File: src/rtl/router_fsm.sv
// Router control FSM: sequences header decode, payload/parity loads, full stalls and
// waits for the destination FIFO to drain. Outputs are Moore decodes of the state.
module router_fsm (
    input  logic       clock,
    input  logic       resetn,
    input  logic       pkt_valid,
    input  logic [1:0] data_in,
    input  logic       fifo_full,
    input  logic       fifo_empty_0,
    input  logic       fifo_empty_1,
    input  logic       fifo_empty_2,
    input  logic       soft_reset_0,
    input  logic       soft_reset_1,
    input  logic       soft_reset_2,
    input  logic       parity_done,
    input  logic       low_pkt_valid,
    output logic       detect_add,
    output logic       lfd_state,
    output logic       ld_state,
    output logic       laf_state,
    output logic       full_state,
    output logic       rst_int_reg,
    output logic       write_enb_reg,
    output logic       busy
);

    typedef enum logic [2:0] {
        StDecodeAddress    = 3'd0,
        StLoadFirstData    = 3'd1,
        StLoadData         = 3'd2,
        StFifoFullState    = 3'd3,
        StLoadAfterFull    = 3'd4,
        StLoadParity       = 3'd5,
        StCheckParityError = 3'd6,
        StWaitTillEmpty    = 3'd7
    } state_e;

    state_e     state_q, state_d;
    logic [1:0] addr_q, addr_d;

    // Address 3 is invalid; padding bit 3 with zero keeps it from ever matching.
    logic [3:0] empty_vec;
    logic [3:0] soft_vec;
    logic       hdr_ok;

    assign empty_vec = {1'b0, fifo_empty_2, fifo_empty_1, fifo_empty_0};
    assign soft_vec  = {1'b0, soft_reset_2, soft_reset_1, soft_reset_0};
    assign hdr_ok    = pkt_valid && (data_in != 2'd3);

    // State and destination address registers with synchronous active-low reset.
    always_ff @(posedge clock) begin
        if (!resetn) begin
            state_q <= StDecodeAddress;
            addr_q  <= 2'd0;
        end else begin
            state_q <= state_d;
            addr_q  <= addr_d;
        end
    end

    // Next-state and address capture; a soft reset of the selected FIFO wins over everything.
    always_comb begin
        state_d = state_q;
        addr_d  = addr_q;
        case (state_q)
            StDecodeAddress: begin
                if (hdr_ok) begin
                    addr_d  = data_in;
                    state_d = empty_vec[data_in] ? StLoadFirstData : StWaitTillEmpty;
                end
            end
            StWaitTillEmpty: begin
                if (empty_vec[addr_q]) state_d = StLoadFirstData;
            end
            StLoadFirstData: state_d = StLoadData;
            StLoadData: begin
                if (fifo_full)       state_d = StFifoFullState;
                else if (!pkt_valid) state_d = StLoadParity;
            end
            StFifoFullState: begin
                if (!fifo_full) state_d = StLoadAfterFull;
            end
            StLoadAfterFull: begin
                if (parity_done)        state_d = StDecodeAddress;
                else if (low_pkt_valid) state_d = StLoadParity;
                else                    state_d = StLoadData;
            end
            StLoadParity:       state_d = StCheckParityError;
            StCheckParityError: state_d = fifo_full ? StFifoFullState : StDecodeAddress;
            default:            state_d = StDecodeAddress;
        endcase
        if (soft_vec[addr_q]) state_d = StDecodeAddress;
    end

    // Moore output decodes.
    always_comb begin
        detect_add    = (state_q == StDecodeAddress);
        lfd_state     = (state_q == StLoadFirstData);
        ld_state      = (state_q == StLoadData);
        laf_state     = (state_q == StLoadAfterFull);
        full_state    = (state_q == StFifoFullState);
        rst_int_reg   = (state_q == StCheckParityError);
        write_enb_reg = (state_q == StLoadData) || (state_q == StLoadParity) ||
                        (state_q == StLoadAfterFull);
        busy          = !((state_q == StDecodeAddress) || (state_q == StLoadData));
    end

endmodule

File: config.mk
export PLATFORM = sky130hd
export DESIGN_NAME = router_fsm
export DESIGN_NICKNAME = d
export VERILOG_FILES = /design/src/rtl/router_fsm.sv
export SDC_FILE = /design/constraint.sdc
export NUM_CORES = 1
export LEC_CHECK = 0
export ABC_AREA = 0
export CAP_MARGIN = 25
export CORE_AREA = 2 2 39 41
export DETAILED_ROUTE_END_ITERATION = 6
export DIE_AREA = 0 0 41 43
export PLACE_DENSITY = 0.82
export SLEW_MARGIN = 25
export SYNTH_ARGS = -nofsm -noshare
export SYNTH_HDL_FRONTEND = slang
export SYNTH_SLANG_ARGS = --single-unit
File: constraint.sdc
create_clock -name clock -period 1.7 [get_ports clock]
set_clock_uncertainty 0.15 [all_clocks]
set_input_delay 0.34 -clock clock [delete_from_list [all_inputs] [get_ports clock]]
set_output_delay 0.34 -clock clock [all_outputs]
set_load 0.05 [all_outputs]
## After elaboration in Yosys (flattened, before gate mapping)

Index checks and enable logic that the tools add are counted.

- $lt $le $gt $ge: 2
- Equality and inequality tests: 12
- Muxes and demuxes: 16
- Bitwise logic cells: 1
- Reduce and logical (&&, ||, !) cells: 9

Operators with widths:

| kind | number |
|---|---|
| 2-to-1 mux 3 bit | 8 |
| case mux 3 bit (8 select lines) | 1 |
| equality test 3 bit (second input constant) | 4 |
| binary-select mux 1 bit (select 2 bit) | 3 |
| equality test 3 x 2 -> 1 bit (second input constant) | 2 |
| < comparator 2 x 3 -> 1 bit (second input constant) | 2 |
| != test 2 bit (second input constant) | 3 |
| AND reduction 4 bit | 1 |
| equality test 3 x 1 -> 1 bit (second input constant) | 1 |
| logical NOT 3 bit | 1 |
| logical OR 1 bit | 3 |
| 2-to-1 mux 1 bit | 3 |
| != test 3 bit (second input constant) | 1 |
| 2-to-1 mux 2 bit | 1 |
| != test 2 x 1 -> 1 bit (second input constant) | 1 |
| AND reduction 2 bit | 1 |
| OR reduction 2 bit | 1 |
| logical AND 1 bit | 1 |
| logical NOT 1 bit | 1 |
| inverter 1 bit | 1 |

- Flip-flop bits (word level): 5
- Bits of input ports: 14
- Word-level logic and storage cells: 42

## Longest topological paths before layout

Gate-level depths: netlist (run 1).

- Word-level depth: 5
- Depth in mapped cells: 6
- Mapped depth without buffers: 5

## Worst setup path after synthesis (run 1)

Ideal clock, no wire load.

- Path kind: register to output
- Start: reg state_q[1]
- End: out full_state
- Arrival: 1.736 ns
- Data required time: 1.210 ns
- Path slack: -0.526 ns
- Cell stages (with the launch flop): 3
- Path buffers: 1
- Cells stage by stage: dfxtp_1 buf_2 nor3b_1

- Longest elaborated chain between the ends: 1

Ends and longest elaborated chain:

| item | line | source |
|---|---|---|
| start: declaration | 38 | `state_e state_q, state_d;` |
| start signal: assignment | 53 | `state_q <= StDecodeAddress;` |
| start signal: assignment | 56 | `state_q <= state_d;` |
| equality test 3 x 2 -> 1 bit | 101 | `full_state = (state_q == StFifoFullState);` |
| end: declaration | 21 | `output logic full_state,` |

No other way between the ends.

## Final worst setup path (run 1)

- Start: reg state_q[0]
- End: out full_state

The elaborated chain is that of the path after synthesis.

==> summary.md, run 1 <==
| Metric | Value |
|---|---|
| Core Rows | `14` |
| Critical Path, Cell by Cell | `clkinvlp_4 > nor3b_4 > buf_12` |
| Async S/R FF share, synth | `0%` |
| CTS Sinks | `5` |
| Arrival @ worst endpoint | `1.19 ns` |
| Sequential area share after synthesis | `20.4%` |
| DR WL/cell | `14.5 µm` |
| Combinational share of power | `61.6%` |
| Die X | `just over 40 µm` |
| Post-synthesis simple-gate area fraction | `39.3%` |
| Worst-Skew Late Latency | `0.24 ns` |
| Max frequency | `595 MHz` |
| Post-synth top area share | `20.4%` |
| Power Dens Cells | `847 nW/µm²` |
| Max Root-Sink Buffers | `2` |
| Switch Pwr | `335 µW` |
| Most frequent cell after synthesis | `nand2_1` |
| Clock buffer count from CTS | `3` |
| Setup TNS | `0 ns` |
| IO Count | `22` |
| Outcome | `completed` |
| GPL Wtd Cong | `a little under 0.8` |
| Synthesized net count | `74` |
| Routed met3 length | `79 µm` |
| Leakage | `0.000385 µW` |
| Core Region | `approximately 1400 µm²` |
| Sw Share | `41.3%` |
| Fillers | `114` |
| Minimum clock period after layout | `roughly 1.7 ns` |
| N_diodes | `0` |
| Hold Worst Slack | `0.492 ns` |
| WP data required | `1.21 ns` |
| Top layer in use | `met4` |
| H-tree levels | `1` |
| Post-Synth XOR/XNOR Area | `0%` |
| Clk root buf | `clkbuf_4` |
| Crit path largest cell delay | `about 0.37 ns` |
| PortBufs | `21` |
| Drt drc | `0` |
| First-pass GRT wire length | `2360 µm` |
| HP Class | `register to register` |
| Initial Utilization | `35.4%` |
| Power share of the sequential group | `between 20% and 30%` |
| Met2 WL | `between 800 and 900 µm` |
| Die Span Y | `43 µm` |
| Vias post-DR | `approximately 600` |
| Worst-path clk slew | `0.04 ns` |
| Layout cell share with drive strength beyond 1 | `47.9%` |
| Vias in the first global route | `605` |
| Iteration-0 DRC Markers | `3` |
| CTS tree | `yes` |
| VDD IR max | `0.000353 V` |
| Slowest cell on crit path | `dfxtp_4` |
| Mean Syn Cell Area | `8.17 µm²` |
| Largest net degree at the start of global routing | `14` |
| CP Launch Type | `register` |
| Max-slew violations | `0` |
| Netlist cell types | `30` |
| Total track usage | `19.5%` |
| Syn-to-layout area delta | `95.2%` |
| Rel. slew slack | `81.2%` |
| Area of the multi-input gates | `404 µm²` |
| Routed wire length | `1590 µm` |
| Iteration count of the initial detailed-routing pass | `4` |
| Post-synthesis instance total | `60` |
| Antenna violations before repair | `0` |
| Clock power share | `17.0%` |
| DR vias/cell | `roughly 5.4` |
| Largest family of logic cells by synthesized area | `simple AND/OR/NAND/NOR gates` |
| GRT Residual Overflow | `0` |
| Synth Area in Adders | `0%` |
| Synth Flop Type | `dfxtp_1` |
| Final setup viols | `0` |
| M1 WL | `584 µm` |
| Critical path fanouts, max | `4` |
| Post-DRT Antenna Nets | `0` |
| Leading post-synthesis cells by cell area | `dfxtp_1, o221a_2, mux2i_1` |
| Leading area contributor after synthesis | `dfxtp_1` |
| Fin crit share | `98.8%` |
| Die ar. | `1760 µm²` |
| Mux share of post-synthesis cell area | `a little over 6%` |
| Synth Area in Compound Gates | `26.3%` |
| Area of the mapped netlist | `just under 500 µm²` |
| Seq. cell area | `around 110 µm²` |
| Net count, final | `109` |
| Slew @ Worst Pin | `0.281 ns` |
| Critical path class | `register to output port` |
| Post-synth EDFFs | `0` |
| Synth cell count leaders | `nand2_1, dfxtp_1, nor2_1` |
| Max Cap Violations | `0` |
| CP Capture Type | `output port` |
| Yosys reg bits | `5` |
| RSZ-0062 raised after global routing | `true` |
| Synth warnings | `0` |
| Int Pwr | `476 µW` |
| Detailed Place HPWL | `1100 µm` |
| Final Hold Fails | `0` |
## power by group through the flow
stage	sequential [µW]	combinational [µW]	clock, µW
3_3_place_gp	168	437	0
5_1_grt	177	523	153
2_1_floorplan	146	266	0
6_report	173	500	138
4_1_cts	170	464	143
3_5_place_dp	169	445	0
## cell families after synthesis
group                  count (synthesis)
AOI/OAI and AO/OA                     16
buffers and inverters                  6
DFF                                    5
muxes                                  3
and+or+nand+nor                       30
## area by class of cell
class	count	area share, %
Inverter	3	1.57
Timing Repair Buffer	33	39.7
Tap cell	16	2.09
Clock buffer	4	2.75
Sequential cell	5	11.6
Multi-Input combinational cell	49	42.2
## timing repair
item,4_1_cts,5_1_grt
resized for setup,4,11
endpoints found under the setup margin,8,7
pin swaps,1,2
hold buffers,0,0
buffers inserted,1,2
## placed cells by master, fill, tap and decap left out
cell type,instances
nor2_1,4
nor2_2,1
o211a_1,1
clkdlybuf4s50_1,13
nor2b_1,3
o21ai_2,1
o221a_2,3
clkinvlp_4,1
clkbuf_1,1
nand3b_1,3
o211ai_2,1
and2b_2,1
nand2_1,4
nor3_4,2
a21oi_1,3
o211ai_1,1
o311ai_2,1
nor3b_1,1
inv_2,2
nand3_1,1
dfxtp_1,2
a211o_1,1
o21ai_0,2
nand2b_1,3
o31a_1,1
mux2i_1,3
clkbuf_4,3
nor3b_4,2
buf_12,8
and3_2,1
nand2_2,2
o2bb2ai_1,1
and2_0,1
dfxtp_4,3
nor2_8,1
buf_4,12
## metrics by stage
| step | instance area (µm²) | util [%] | worst slack, ns | power (µW) | instances |
|---|---|---|---|---|---|
| after floorplan | 508 | - | -0.0471 | 413 | 60 |
| after global routing | 957 | 69.2 | -0.0346 | 853 | 110 |
| after detailed placement | 858 | 62.0 | -0.148 | 614 | 103 |
| after global placement | 858 | 62.0 | -0.168 | 605 | 103 |
| final | 957 | 69.2 | 0.0199 | 811 | 110 |
| after CTS | 902 | 65.2 | -0.00740 | 776 | 108 |
## state kept, by name, indices dropped and copies added (netlist names)
signal and flops:
addr_q 2, state_q 3
## routing by layer
| metal | vias up | GRT usage (%) |
|---|---|---|
| li1 | 288 | - |
| met1 | 278 | 18.8 |
| met2 | 27 | 36.9 |
| met3 | 4 | 4.71 |
| met4 | 0 | 6.00 |
| met5 | - | 0 |
## path summary, 6_finish.rpt
| path | start | to | slack [ns] | cells after the start |
|---|---|---|---|---|
| worst max-delay path | state_q[0] | full_state | 0.02 | 3 |
| worst min register to register | addr_q[0] | addr_q[0] | 0.49 | 1 |
| worst max register to register | state_q[0] | state_q[2] | 0.12 | 6 |
| worst min-delay path | addr_q[0] | addr_q[0] | 0.49 | 1 |
## worst max-delay path, delay by kind of cell, from the launching register on
| family | cells | cell delay (ns) |
|---|---|---|
| flops | 1 | 0.37 |
| buf+inv | 2 | 0.32 |
| simple gates | 1 | 0.26 |
No activity file was read; power rests on OpenSTA's default activity.
==> run 2: changes to the inputs <==
Settings changed: RECOVER_POWER from default to 100.
==> results of run 2 <==
Same layout as run 1: the final DEF is identical, and so are final timing and power.
